File: config.mk
export PLATFORM = sky130hd
export DESIGN_NAME = reg_dump_reader_flat
export DESIGN_NICKNAME = d
export VERILOG_FILES = /design/src/rtl/reg_dump_reader_pkg.sv /design/src/rtl/reg_dump_reader_if.sv /design/src/rtl/reg_dump_reader.sv /design/src/flat_wrapper.sv
export SDC_FILE = /design/constraint.sdc
export NUM_CORES = 1
export LEC_CHECK = 0
export ABC_CLOCK_PERIOD_IN_PS = 1800
export BUFFER_PORTS_ARGS = -buffer_cell sky130_fd_sc_hd__buf_2
export CAP_MARGIN = 20
export CELL_PAD_IN_SITES_DETAIL_PLACEMENT = 0
export CELL_PAD_IN_SITES_GLOBAL_PLACEMENT = 1
export CORE_MARGIN = 10
export CORE_UTILIZATION = 29
export DETAILED_ROUTE_END_ITERATION = 10
export GPL_ROUTABILITY_DRIVEN = 0
export PLACE_DENSITY = 0.81
export SYNTH_ARGS = -nofsm -noshare
export SYNTH_HDL_FRONTEND = slang
export SYNTH_SLANG_ARGS = --single-unit
File: constraint.sdc
create_clock -name CLK -period 1.8 [get_ports CLK]
set_clock_uncertainty 0.15 [all_clocks]
set_input_delay 0.36 -clock CLK [delete_from_list [all_inputs] [get_ports CLK]]
set_output_delay 0.36 -clock CLK [all_outputs]
set_load 0.02 [all_outputs]
File: src/rtl/reg_dump_reader_pkg.sv
// Shared definitions for the register-file dump reader and its neighbours
// (register file, trace datapath).
package reg_dump_reader_pkg;

    localparam int REG_ADDR_WIDTH = 5;
    localparam int REG_DATA_WIDTH = 32;

    // Dump sequencer states.
    typedef enum logic [1:0] {
        IDLE  = 2'd0,
        FETCH = 2'd1,
        SEND  = 2'd2
    } dump_state_e;

endpackage : reg_dump_reader_pkg

File: src/rtl/reg_dump_reader_if.sv
// Valid/ready beat stream carrying (address, data, last) from the dump reader
// to the debug/trace consumer.
import reg_dump_reader_pkg::*;

interface reg_dump_reader_if #(
    parameter int ADDR_WIDTH = REG_ADDR_WIDTH,
    parameter int DATA_WIDTH = REG_DATA_WIDTH
);
    logic                  m_valid;
    logic                  m_ready;
    logic [ADDR_WIDTH-1:0] m_addr;
    logic [DATA_WIDTH-1:0] m_data;
    logic                  m_last;

    // Producer side (the dump reader).
    modport master (
        output m_valid,
        output m_addr,
        output m_data,
        output m_last,
        input  m_ready
    );

    // Consumer side (trace path).
    modport slave (
        input  m_valid,
        input  m_addr,
        input  m_data,
        input  m_last,
        output m_ready
    );
endinterface : reg_dump_reader_if

File: src/rtl/reg_dump_reader.sv
// Register-file dump reader: walks a wrapping address range over the register
// file's asynchronous read port and streams each (address, data) pair out as a
// valid/ready beat. One beat per FETCH/SEND pair, so at most one beat every two
// cycles; the data is captured in FETCH so later writes do not disturb a beat.
module reg_dump_reader
    import reg_dump_reader_pkg::*;
#(
    parameter int ADDR_WIDTH = REG_ADDR_WIDTH,
    parameter int DATA_WIDTH = REG_DATA_WIDTH
) (
    input  logic                  CLK,
    input  logic                  reset,
    input  logic                  start,
    input  logic [ADDR_WIDTH-1:0] first_addr,
    input  logic [ADDR_WIDTH-1:0] last_addr,
    input  logic                  abort,
    output logic [ADDR_WIDTH-1:0] rf_addr,
    input  logic [DATA_WIDTH-1:0] rf_data,
    reg_dump_reader_if.master     m_if,
    output logic                  busy,
    output logic                  done
);

    localparam logic [ADDR_WIDTH-1:0] ADDR_ONE = ADDR_WIDTH'(1);

    dump_state_e           state_r;
    dump_state_e           state_nxt_s;
    logic [ADDR_WIDTH-1:0] ptr_r;
    logic [ADDR_WIDTH-1:0] end_r;
    logic                  abort_flag_r;
    logic                  m_valid_r;
    logic [ADDR_WIDTH-1:0] m_addr_r;
    logic [DATA_WIDTH-1:0] m_data_r;
    logic                  m_last_r;
    logic                  busy_r;
    logic                  done_r;

    logic                  handshake_s;
    logic                  abort_any_s;
    logic                  load_s;
    logic                  fetch_s;
    logic                  advance_s;
    logic                  finish_ok_s;

    assign handshake_s = m_valid_r & m_if.m_ready;
    // An abort raised during the final handshake cycle also suppresses done.
    assign abort_any_s = abort_flag_r | abort;

    // Next-state and control strobes for the dump sequencer.
    always_comb begin
        state_nxt_s = state_r;
        load_s      = 1'b0;
        fetch_s     = 1'b0;
        advance_s   = 1'b0;
        finish_ok_s = 1'b0;
        case (state_r)
            IDLE: begin
                if (start && !abort) begin
                    state_nxt_s = FETCH;
                    load_s      = 1'b1;
                end else begin
                    state_nxt_s = IDLE;
                end
            end
            FETCH: begin
                if (abort) begin
                    state_nxt_s = IDLE;
                end else begin
                    state_nxt_s = SEND;
                    fetch_s     = 1'b1;
                end
            end
            SEND: begin
                if (handshake_s) begin
                    if (m_last_r || abort_any_s) begin
                        state_nxt_s = IDLE;
                        finish_ok_s = m_last_r & ~abort_any_s;
                    end else begin
                        state_nxt_s = FETCH;
                        advance_s   = 1'b1;
                    end
                end else begin
                    state_nxt_s = SEND;
                end
            end
            default: begin
                state_nxt_s = IDLE;
            end
        endcase
    end

    // State register.
    always_ff @(posedge CLK) begin
        if (reset) begin
            state_r <= IDLE;
        end else begin
            state_r <= state_nxt_s;
        end
    end

    // Range pointer/end register and the sticky abort request for the beat in flight.
    always_ff @(posedge CLK) begin
        if (reset) begin
            ptr_r        <= '0;
            end_r        <= '0;
            abort_flag_r <= 1'b0;
        end else begin
            if (load_s) begin
                ptr_r <= first_addr;
                end_r <= last_addr;
            end else if (advance_s) begin
                ptr_r <= ptr_r + ADDR_ONE;
            end else begin
                ptr_r <= ptr_r;
            end
            if (state_nxt_s == SEND) begin
                abort_flag_r <= abort_flag_r | ((state_r == SEND) & abort);
            end else begin
                abort_flag_r <= 1'b0;
            end
        end
    end

    // Output beat registers: captured in FETCH, held stable until the handshake.
    always_ff @(posedge CLK) begin
        if (reset) begin
            m_valid_r <= 1'b0;
            m_addr_r  <= '0;
            m_data_r  <= '0;
            m_last_r  <= 1'b0;
        end else if (fetch_s) begin
            m_valid_r <= 1'b1;
            m_addr_r  <= ptr_r;
            m_data_r  <= rf_data;
            m_last_r  <= (ptr_r == end_r);
        end else if (handshake_s) begin
            m_valid_r <= 1'b0;
            m_addr_r  <= m_addr_r;
            m_data_r  <= m_data_r;
            m_last_r  <= m_last_r;
        end else begin
            m_valid_r <= m_valid_r;
            m_addr_r  <= m_addr_r;
            m_data_r  <= m_data_r;
            m_last_r  <= m_last_r;
        end
    end

    // Status outputs: busy tracks the upcoming state, done pulses after a normal finish.
    always_ff @(posedge CLK) begin
        if (reset) begin
            busy_r <= 1'b0;
            done_r <= 1'b0;
        end else begin
            busy_r <= (state_nxt_s != IDLE);
            done_r <= finish_ok_s;
        end
    end

    assign rf_addr        = ptr_r;
    assign m_if.m_valid   = m_valid_r;
    assign m_if.m_addr    = m_addr_r;
    assign m_if.m_data    = m_data_r;
    assign m_if.m_last    = m_last_r;
    assign busy           = busy_r;
    assign done           = done_r;

endmodule : reg_dump_reader

File: src/flat_wrapper.sv
// flat-port wrapper written by rule: the top's interface ports become plain ports
module reg_dump_reader_flat import reg_dump_reader_pkg::*;
#(
    parameter int ADDR_WIDTH = REG_ADDR_WIDTH,
    parameter int DATA_WIDTH = REG_DATA_WIDTH
)
  (CLK, reset, start, first_addr, last_addr, abort, rf_addr, rf_data, busy, done, m_if_m_valid, m_if_m_addr, m_if_m_data, m_if_m_last, m_if_m_ready);
  reg_dump_reader_if #(.ADDR_WIDTH(ADDR_WIDTH), .DATA_WIDTH(DATA_WIDTH)) m_if_i ();
  input  logic CLK;
  input  logic reset;
  input  logic start;
  input  logic [ADDR_WIDTH-1:0] first_addr;
  input  logic [ADDR_WIDTH-1:0] last_addr;
  input  logic abort;
  output logic [ADDR_WIDTH-1:0] rf_addr;
  input  logic [DATA_WIDTH-1:0] rf_data;
  output logic busy;
  output logic done;
  output wire logic [$bits(m_if_i.m_valid)-1:0] m_if_m_valid;
  output wire logic [$bits(m_if_i.m_addr)-1:0] m_if_m_addr;
  output wire logic [$bits(m_if_i.m_data)-1:0] m_if_m_data;
  output wire logic [$bits(m_if_i.m_last)-1:0] m_if_m_last;
  input wire logic [$bits(m_if_i.m_ready)-1:0] m_if_m_ready;
  assign m_if_m_valid = m_if_i.m_valid;
  assign m_if_m_addr = m_if_i.m_addr;
  assign m_if_m_data = m_if_i.m_data;
  assign m_if_m_last = m_if_i.m_last;
  assign m_if_i.m_ready = m_if_m_ready;
  reg_dump_reader #(.ADDR_WIDTH(ADDR_WIDTH), .DATA_WIDTH(DATA_WIDTH)) u_core (.CLK(CLK), .reset(reset), .start(start), .first_addr(first_addr), .last_addr(last_addr), .abort(abort), .rf_addr(rf_addr), .rf_data(rf_data), .m_if(m_if_i), .busy(busy), .done(done));
endmodule
==> reports/metrics.yaml <==
global_routing:
  antenna_found_initial: 0
  grt_first_pass_wirelength_mm: 10.1
  grt_start_max_net_pins: 55
  grt_pass1_vias: 2020
  grt_usage_pct: 11.2
  overflow: 0
floorplan:
  die_w_microns: 104
  pin_count: 93
  rows: 30
  start_util_pct: 30.1
  fp.dieH_microns: 104
  coreArea_sq_um: 6830
  dieArea_sq_um: 10900
cts:
  cts_buffer_depth: 2
  htreeDepth: 2
  hold_buffers: 0
  cts_root_buffer: "clkbuf_8"
  cts_tree: "yes"
  clk_latency_ns: 0.31
  clkSinkCount: 54
  clk_pin_slew_ns: 0.10
  cts_buffers: 5
routing:
  avgViaCountPerCell: 4.50
  drt-total-wl_mm: 6.33
  drtPass1Iterations: 4
  drc: 0
  drt_iter0_markers: 88
  vias: 2021
  postRouteAntennaNets: 0
  wl_per_cell_microns: 14.1
sta:
  timing.final.crit_share_pct: 100
  worstMarginPinSlew_ns: 0.462
  finalHoldViolations: 0
  grt_setup_unrepaired: "true"
  setup_tns_ns: -0.00874
  min_period_ns: 1.81
  relSlewSlack_pct: 68.7
  slew_viol_final: 0
  layout_setup_ws_ns: -0.00874
  max_freq_mhz: 553
  holdWs_ns: 0.134
  finalSetupViolations: 1
power:
  power_frac_comb_pct: 11.8
  leakage_nw: 1.25
  p_sw_share_pct: 25.3
  p_sw_w: 0.000560
  pwr-share-seq_pct: 56.4
  p_per_area_nw_per_um2: 775
  p_clk_share_pct: 31.8
  power_w: 0.00221
  irDropWorstVdd_mv: 0.326
  p_int_w: 0.00166
worst_setup_path:
  cp-end-kind: "flip-flop"
  reg2reg_to: "u_core.rf_addr[3]$_SDFFE_PP0P_"
  crit_chain: "or4b_4 -> or4_1 -> a311oi_1"
  crit_fanout: 3
  reg2reg_depth: 3
  worstPathArrival_ns: 1.89
  cpLargestDelayFamily: "simple AND/OR/NAND/NOR gates"
  critPathMaxStageDelay_ns: 0.54
  cp_slowest_cell: "or4b_4"
  cp.required_ns: 1.88
  startpoint_type: "flip-flop"
  r2r_setup_slack_ns: -0.009
  r2r-start: "u_core.m_if.m_last$_SDFFE_PP0P_"
  critPathKind: "reg2reg"
  cp_num_buf_inv: 0
logic_synthesis:
  synth_cell_types: 34
  ys.flop_type: "dfxtp_1"
  netlist_area_sq_um: 2050
  synth_cells: 251
  synth.avg_cell_area_sq_um: 8.19
  synth-seq-cells: 54
  yosys_warnings: 0
  synth_enable_flop_cells: 0
  yosysSeqAreaShare_pct: 52.6
  synthArstFlopShare_pct: 0
  syn-num-nets: 299
finish:
  layout_commonest_cell: "buf_2"
  drive_gt1_share_pct: 38.0
  area_growth_pct: 39.1
  stdcell_area_sq_um: 2860
  final_cell_mix: "92 x buf_2, 87 x nand2_1, 47 x dfxtp_1"
  final_nets: 400
  antennaDiodeCount: 0
hold_path:
  worstHoldPathCells: 3
  hp-start: "rf_data[20]"
  min_to: "u_core.m_if.m_data[20]$_SDFFE_PP0P_"
  min_path_type: "in2reg"
place:
  portBuffers: 92
  placed_area_sq_um: 2750
  dp_hpwl_mm: 4.69
outcome:
  run_status: "complete, but fails checks"
  violations: "negative setup slack"
flow_run:
  drv_cap: 0
-- cell usage after synthesis, drive strengths merged (2+ instances only) --
| cell | instances | area (sq um) |
|---|---|---|
| nand2 | 87 | 327 |
| dfxtp | 54 | 1080 |
| a21oi | 46 | 230 |
| clkbuf | 15 | 56.3 |
| nor2 | 6 | 22.5 |
| xor2 | 5 | 43.8 |
| or4 | 4 | 31.3 |
| nor4b | 3 | 26.3 |
| o31ai | 3 | 22.5 |
| a311oi | 2 | 17.5 |
| a31oi | 2 | 12.5 |
| buf | 2 | 8.75 |
| inv | 2 | 7.51 |
| nor4 | 2 | 12.5 |
| or4b | 2 | 23.8 |
-- cell type report --
cell class / count / area [sq um]
multi-input cells: 178 / 918
clock inverters: 1 / 5.00
flip-flops and latches: 54 / 1090
fillers: 718 / 3970
clock buffers: 7 / 86.3
inverters: 2 / 7.51
well taps: 96 / 120
repair buffers: 111 / 628
-- registers in the layout (all words and copies together), names as in the netlist --
name,flops
u_core.abort_flag_r,1
u_core.m_if.m_data,32
u_core.state_r,2
u_core.end_r,5
u_core.done,1
u_core.m_if.m_valid,1
u_core.rf_addr,5
u_core.m_if.m_addr,5
u_core.m_if.m_last,1
u_core.busy,1
-- worst min-delay path, stage by stage --
cell,delay (ns)
buf_2,0.10
nand2_1,0.04
a21oi_1,0.05
-- power by group through the flow --
stage          registers [W]  clock network (W)  logic (W)
2_1_floorplan        0.00131                  0  0.0000942
3_3_place_gp         0.00128                  0   0.000260
3_5_place_dp         0.00128                  0   0.000263
4_1_cts              0.00125           0.000725   0.000264
5_1_grt              0.00125           0.000780   0.000289
6_report             0.00125           0.000704   0.000262
-- metrics by stage --
step                std cells  worst slack (ns)  util, %
floorplan                 251          -0.00604        -
global placement          441            -0.126     40.3
detailed placement        441            -0.139     40.3
CTS                       449          -0.00809     41.6
global route              449           -0.0335     41.8
finish                    449          -0.00874     41.8
-- kinds of logic after synthesis --
kind of cell	synth area share [%]
AOI/OAI and AO/OA	15.7
DFF	52.6
and+or+nand+nor	25.5
xor gates and xnor gates	2.13
adders and majority gates	0.609
buffers and inverters	3.53
-- layer usage --
layer | GRT usage (%) | vias to the layer above | share of wire [%]
met3 | 4.09 | 9 | 6.7
met4 | 3.48 | 0 | 1.1
met2 | 18.2 | 63 | 48
li1 | - | 1044 | -
met1 | 13.5 | 905 | 44
met5 | 0 | - | 0
-- what timing repair did --
action | in CTS | in global routing
setup buffers | 0 | 0
endpoints found under the hold margin | 0 | 0
pin swaps | 0 | 2
setup endpoints to repair | 1 | 6
gates resized for setup | 0 | 4
-- how the worst max path moves through the flow --
stage               cells past startpoint                        endpoint                             from
floorplan                               3  u_core.rf_addr[3]$_SDFFE_PP0P_  u_core.m_if.m_last$_SDFFE_PP0P_
global route                            3  u_core.rf_addr[3]$_SDFFE_PP0P_  u_core.m_if.m_last$_SDFFE_PP0P_
finish                                  3  u_core.rf_addr[3]$_SDFFE_PP0P_  u_core.m_if.m_last$_SDFFE_PP0P_
detailed placement                      4  u_core.rf_addr[3]$_SDFFE_PP0P_                            abort
global placement                        4  u_core.rf_addr[3]$_SDFFE_PP0P_                            abort
CTS                                     3  u_core.rf_addr[3]$_SDFFE_PP0P_  u_core.m_if.m_last$_SDFFE_PP0P_
Power figures use the tool's default switching activity.
